<file path="config.mk">
export PLATFORM = sky130hd
export DESIGN_NAME = clkdiv_prog_flat
export DESIGN_NICKNAME = d
export VERILOG_FILES = /design/src/rtl/clkdiv_prog_if.sv /design/src/rtl/clkdiv_prog.sv /design/src/flat_wrapper.sv
export SDC_FILE = /design/constraint.sdc
export NUM_CORES = 1
export LEC_CHECK = 0
export BUFFER_PORTS_ARGS = -buffer_cell sky130_fd_sc_hd__buf_2
export CAP_MARGIN = 15
export CORE_MARGIN = 1.5
export CORE_UTILIZATION = 53
export DETAILED_ROUTE_END_ITERATION = 6
export GPL_ROUTABILITY_DRIVEN = 0
export PLACE_DENSITY = 0.81
export SETUP_SLACK_MARGIN = 0.2
export SYNTH_ARGS = -nofsm -noshare
export SYNTH_HDL_FRONTEND = slang
export SYNTH_SLANG_ARGS = --single-unit
</file>
<file path="constraint.sdc">
create_clock -name clk_in -period 2.46 [get_ports clk_in]
set_input_delay 0 -clock clk_in [delete_from_list [all_inputs] [get_ports clk_in]]
set_output_delay 0 -clock clk_in [all_outputs]
set_load 0.005 [all_outputs]
</file>
<file path="src/rtl/clkdiv_prog_if.sv">
// clkdiv_prog_if
//   Groups the control and status signals of the programmable clock divider.
//   master : the controller that programs the divider and observes its outputs
//   slave  : the divider itself
// Signals
//   div        requested integer divisor
//   div_load   one-cycle strobe that captures div
//   frac_en    0 = integer mode, 1 = fractional (phase accumulator) mode
//   frac_inc   phase increment per clock in fractional mode
//   clk_out    divided clock (registered)
//   tick       one-cycle strobe in the cycle before each clk_out rising edge
//   div_active divisor currently in effect
interface clkdiv_prog_if #(
   parameter int DIV_W  = 8,
   parameter int FRAC_W = 16
);
   logic [DIV_W-1:0]  div;
   logic              div_load;
   logic              frac_en;
   logic [FRAC_W-1:0] frac_inc;
   logic              clk_out;
   logic              tick;
   logic [DIV_W-1:0]  div_active;

   modport master (
      output div, div_load, frac_en, frac_inc,
      input  clk_out, tick, div_active
   );

   modport slave (
      input  div, div_load, frac_en, frac_inc,
      output clk_out, tick, div_active
   );
endinterface

</file>
<file path="src/rtl/clkdiv_prog.sv">
// clkdiv_prog
//   Programmable clock divider for the SPDIF-to-I2S clock tree. Integer mode
//   divides clk_in by a runtime divisor that is only swapped at a period
//   boundary, so clk_out never glitches. Fractional mode uses a phase
//   accumulator for non-integer ratios. clk_out and tick are both registered;
//   downstream logic uses tick as a clock enable in the clk_in domain.
// Ports
//   clk_in  sole clock, rising edge
//   reset   synchronous, active-high reset
//   bus     clkdiv_prog_if.slave (div, div_load, frac_en, frac_inc in;
//           clk_out, tick, div_active out)
module clkdiv_prog #(
   parameter int DIV_W       = 8,
   parameter int DEFAULT_DIV = 5,
   parameter int FRAC_W      = 16
) (
   input  logic          clk_in,
   input  logic          reset,
   clkdiv_prog_if.slave  bus
);

   localparam logic [DIV_W-1:0] DEF_DIV = DIV_W'(DEFAULT_DIV);
   localparam logic [DIV_W-1:0] MIN_DIV = DIV_W'(2);

   logic [DIV_W-1:0]  cnt_reg;
   logic [DIV_W-1:0]  div_active_reg;
   logic [DIV_W-1:0]  pend_reg;
   logic              pend_valid_reg;
   logic              frac_en_q_reg;
   logic              clk_out_reg;
   logic              tick_reg;
   logic [FRAC_W-1:0] acc_reg;

   logic [DIV_W-1:0]  div_clamped;
   logic [DIV_W-1:0]  last_cnt;
   logic [DIV_W-1:0]  half_cnt;
   logic              boundary;
   logic              mode_switch;
   logic [FRAC_W:0]   acc_sum;

   // Divisors 0 and 1 cannot produce a clock; they are raised to 2.
   assign div_clamped = (bus.div < MIN_DIV) ? MIN_DIV : bus.div;
   assign last_cnt    = div_active_reg - 1'b1;
   // High phase is floor(N/2); odd divisors give the extra cycle to the low phase.
   assign half_cnt    = div_active_reg >> 1;
   assign boundary    = (cnt_reg == last_cnt);
   assign mode_switch = (bus.frac_en != frac_en_q_reg);
   // Extra MSB of the sum is the accumulator carry, i.e. the fractional tick.
   assign acc_sum     = {1'b0, acc_reg} + {1'b0, bus.frac_inc};

   always_ff @(posedge clk_in) begin
      if (reset) begin
         cnt_reg        <= '0;
         acc_reg        <= '0;
         clk_out_reg    <= 1'b0;
         tick_reg       <= 1'b0;
         div_active_reg <= DEF_DIV;
         pend_reg       <= '0;
         pend_valid_reg <= 1'b0;
         frac_en_q_reg  <= 1'b0;
      end else if (mode_switch) begin
         // One quiet cycle, then the new mode starts from phase 0.
         cnt_reg       <= '0;
         acc_reg       <= '0;
         clk_out_reg   <= 1'b0;
         tick_reg      <= 1'b0;
         frac_en_q_reg <= bus.frac_en;
         if (pend_valid_reg) begin
            div_active_reg <= pend_reg;
         end
         // A load coinciding with the switch is kept for the next boundary.
         if (bus.div_load) begin
            pend_reg       <= div_clamped;
            pend_valid_reg <= 1'b1;
         end else begin
            pend_valid_reg <= 1'b0;
         end
      end else if (!frac_en_q_reg) begin
         clk_out_reg <= (cnt_reg < half_cnt);
         tick_reg    <= boundary;
         if (boundary) begin
            cnt_reg <= '0;
            // A load on the boundary itself wins over any older pending value.
            if (bus.div_load) begin
               div_active_reg <= div_clamped;
               pend_valid_reg <= 1'b0;
            end else if (pend_valid_reg) begin
               div_active_reg <= pend_reg;
               pend_valid_reg <= 1'b0;
            end
         end else begin
            cnt_reg <= cnt_reg + 1'b1;
            if (bus.div_load) begin
               pend_reg       <= div_clamped;
               pend_valid_reg <= 1'b1;
            end
         end
      end else begin
         acc_reg     <= acc_sum[FRAC_W-1:0];
         clk_out_reg <= acc_sum[FRAC_W-1];
         tick_reg    <= acc_sum[FRAC_W];
         // div_active is frozen in fractional mode; loads wait in pending.
         if (bus.div_load) begin
            pend_reg       <= div_clamped;
            pend_valid_reg <= 1'b1;
         end
      end
   end

   assign bus.clk_out    = clk_out_reg;
   assign bus.tick       = tick_reg;
   assign bus.div_active = div_active_reg;

endmodule

</file>
<file path="src/flat_wrapper.sv">
// flat-port wrapper written by rule: the top's interface ports become plain ports
module clkdiv_prog_flat 
#(
   parameter int DIV_W       = 8,
   parameter int DEFAULT_DIV = 5,
   parameter int FRAC_W      = 16
)
  (clk_in, reset, bus_div, bus_div_load, bus_frac_en, bus_frac_inc, bus_clk_out, bus_tick, bus_div_active);
  clkdiv_prog_if #(.DIV_W(DIV_W), .FRAC_W(FRAC_W)) bus_i ();
  input  logic clk_in;
  input  logic reset;
  input wire logic [$bits(bus_i.div)-1:0] bus_div;
  input wire logic [$bits(bus_i.div_load)-1:0] bus_div_load;
  input wire logic [$bits(bus_i.frac_en)-1:0] bus_frac_en;
  input wire logic [$bits(bus_i.frac_inc)-1:0] bus_frac_inc;
  output wire logic [$bits(bus_i.clk_out)-1:0] bus_clk_out;
  output wire logic [$bits(bus_i.tick)-1:0] bus_tick;
  output wire logic [$bits(bus_i.div_active)-1:0] bus_div_active;
  assign bus_i.div = bus_div;
  assign bus_i.div_load = bus_div_load;
  assign bus_i.frac_en = bus_frac_en;
  assign bus_i.frac_inc = bus_frac_inc;
  assign bus_clk_out = bus_i.clk_out;
  assign bus_tick = bus_i.tick;
  assign bus_div_active = bus_i.div_active;
  clkdiv_prog #(.DIV_W(DIV_W), .DEFAULT_DIV(DEFAULT_DIV), .FRAC_W(FRAC_W)) u_core (.clk_in(clk_in), .reset(reset), .bus(bus_i));
endmodule
</file>
==> out/metrics.yaml <==
sta:
  tightestPinTransition_ps: 594
  hold_viol: 0
  rsz0062_at_grt: "true"
  setup_viol: 0
  relSlewSlack_pct: 60.4
  finalSetupTns_ps: 0
  final_max_slew_viol_count: 0
  fmax_mhz: 446
  timing.hold.ws_ps: 9.77
  clock_skew_ps: 9.84
  fin_crit_sh_pct: 91.1
  layout_min_cycle_time_ps: 2240
critical_path:
  timing.rr.end: "u_core.pend_reg[6]$_SDFFE_PP0P_"
  cp_data_arrival_time_ps: 2410
  crit_start: "u_core.bus.div_active[1]$_SDFFE_PP0P_"
  rrSetupSlack_ps: 220
  worstSetupPathType: "register to register"
  crit_end: "u_core.pend_reg[6]$_SDFFE_PP0P_"
  crit_chain: "inv_2 > ha_4 > o21bai_4 > a2111oi_4 > a311oi_4 > a2111o_1 > o211ai_1 > a21oi_1"
  critical_path.endpoint_type: "register"
  max_stage_delay_ps: 570
  critPathMaxFanout: 7
  slowest_stage: "a2111o_1"
  reg2reg_depth: 8
  start_kind: "register"
  cp.required_ps: 2630
  timing.rr.start: "u_core.bus.div_active[1]$_SDFFE_PP0P_"
clocking:
  cts_max_level: 2
  cts_tree: "built"
  root_buffer: "clkbuf_8"
  numClockSinks: 44
  clock_path_buffers: 2
  cts_buffers: 5
  path_clk_slew_ps: 80
  clk_latency_ps: 310
outcome:
  status: "completed"
drt:
  dr.pass1.iters: 5
  vias_per_cell: 6.01
  wire_per_inst_um: 16.0
  vias: 3023
  first_iter_violations: 289
  wl_um: 8050
  ant_nets: 0
  drc: 0
yosys:
  syn-cell-area_mm2: 0.00317
  yosysSeqAreaShare_pct: 27.8
  synth.most_common_cell: "nor2_1"
  synth_top_flop_cell: "dfxtp_1"
  synth_edf_count: 0
  synth_top_area_share_pct: 27.8
  synthTopCellsByCount: "nor2_1, dfxtp_1, a21oi_1, ha_1, nand2_1"
  syn-num-nets: 436
  ys_ff_latch: 44
  synth_top_cell_by_area: "dfxtp_1"
  netlist-cell-type-count: 61
  yosys_warnings: 0
  netlist_top_cells_area: "dfxtp_1, ha_1, nor2_1"
  ys_async_sr_fraction_pct: 0
  syn_inst: 382
  syn_avg_cell_area_um2: 8.29
pwr:
  p_leak_nw: 1.61
  total_power_mw: 2.18
  max-vdd-ir-drop_uv: 349
  pwr_density_cell_mw_per_mm2: 581
global_routing:
  grt_overflow_total: 0
  grt_pass1_wl_um: 13300
  grt_antenna_before_repair: 0
  grt_pass1_vias: 2940
  grt_use_total_pct: 25.9
  grt_max_degree: 31
placed_design:
  dpl_cell_area_mm2: 0.00345
  hpwl_um: 5540
  dp_cells: 485
  portBuffers: 37
floorplan:
  die_area_mm2: 0.00645
  core_area_mm2: 0.00564
  fp-row-count: 27
  die_x_um: 80.3
  start_util_pct: 56.1
  dieHeight_um: 80.3
  ios: 38
layout:
  design_area_mm2: 0.00375
  fin_cells: 503
  largest_reg_flops: 16
  syn_to_final_growth_pct: 18.6
  fin_nets: 484
  diodes: 0
  fill_cells: 425
  layout-drive-gt1-share_pct: 21.1
job:
  maxCapViolations: 0
min_path:
  hp-class: "input port to register"
==> what timing repair did <==
item                       CTS  global route
buffers inserted             0             5
hold buffers                 5             0
resized for setup            3            15
pin swaps                    1            11
setup endpoints to repair   22            27
hold endpoints to repair     5             0
==> cells in the final DEF, fill, tap and decap left out, types with 8 or more instances in the layout <==
cell | netlist | layout
xnor2_1 | 14 | 14
dfxtp_1 | 44 | 42
nor3_1 | 8 | 8
a21oi_1 | 33 | 32
o21ai_0 | 19 | 19
ha_1 | 25 | 24
nand3_1 | 9 | 9
inv_1 | 14 | 12
nor2_1 | 53 | 53
xor2_1 | 10 | 10
buf_4 | 0 | 18
mux2i_1 | 15 | 15
buf_2 | 3 | 37
nand2_1 | 21 | 20
==> routing by layer <==
metal / track usage [%] / share of wire [%] / wire length [um] / up-vias
li1: - / - / - / 1475
met1: 34.0 / 44 / 3530 / 1394
met2: 42.6 / 47 / 3770 / 127
met3: 4.77 / 6.5 / 527 / 27
met4: 8.45 / 2.8 / 225 / 0
met5: 0 / 0 / 0 / -
==> per-stage QoR <==
| step | util (%) | setup slack, ps |
|---|---|---|
| after floorplan | - | 205 |
| after global placement | 61.2 | 241 |
| after detailed placement | 61.2 | 128 |
| after CTS | 64.5 | 182 |
| after global routing | 66.6 | 140 |
| final | 66.6 | 218 |
==> power by group <==
part           switching, mW  total (mW)  leakage, nW  internal, mW
Clock                  0.255       0.614       0.0645         0.359
Combinational          0.415       0.752         1.19         0.337
Sequential            0.0504       0.815        0.359         0.765
Total                  0.720        2.18         1.61          1.46
==> how the worst min path moves through the flow <==
stage	start	depth (start not counted)	endpoint
global placement	bus_frac_en	3	u_core.frac_en_q_reg$_SDFFE_PP0P_
global route	bus_div[0]	3	u_core.pend_reg[0]$_SDFFE_PP0P_
detailed placement	bus_frac_en	3	u_core.frac_en_q_reg$_SDFFE_PP0P_
finish	bus_div[0]	3	u_core.pend_reg[0]$_SDFFE_PP0P_
CTS	bus_div[2]	3	u_core.pend_reg[2]$_SDFFE_PP0P_
floorplan	bus_frac_en	2	u_core.frac_en_q_reg$_SDFFE_PP0P_
==> logic make-up after synthesis <==
family | Yosys count | synth area share, %
AND/OR/NAND/NOR | 130 | 20.3
AO/OA/AOI/OAI | 103 | 22.2
flip-flops | 44 | 27.8
buffers and inverters | 34 | 4.86
adder cells (fa/ha/maj) | 26 | 10.5
XOR/XNOR | 24 | 6.64
multiplexers | 21 | 7.59
==> critical path: cells and delay by family (launching register included) <==
kind / cells / cell delay (ps)
AOI/OAI and AO/OA: 6 / 1550
adders and majority gates: 1 / 170
buffers and inverters: 1 / 50
DFF: 1 / 340
==> area by class of cell <==
class / instances / area, um^2 / share of cell area, %
Clock inverter: 1 / 30.0 / 0.800
Inverter: 15 / 56.3 / 1.50
Timing Repair Buffer: 60 / 370 / 9.86
Sequential cell: 44 / 883 / 23.5
Multi-Input combinational cell: 304 / 2230 / 59.3
Tap cell: 72 / 90.1 / 2.40
Clock buffer: 7 / 96.3 / 2.57
(Power assumes the default switching activity.)
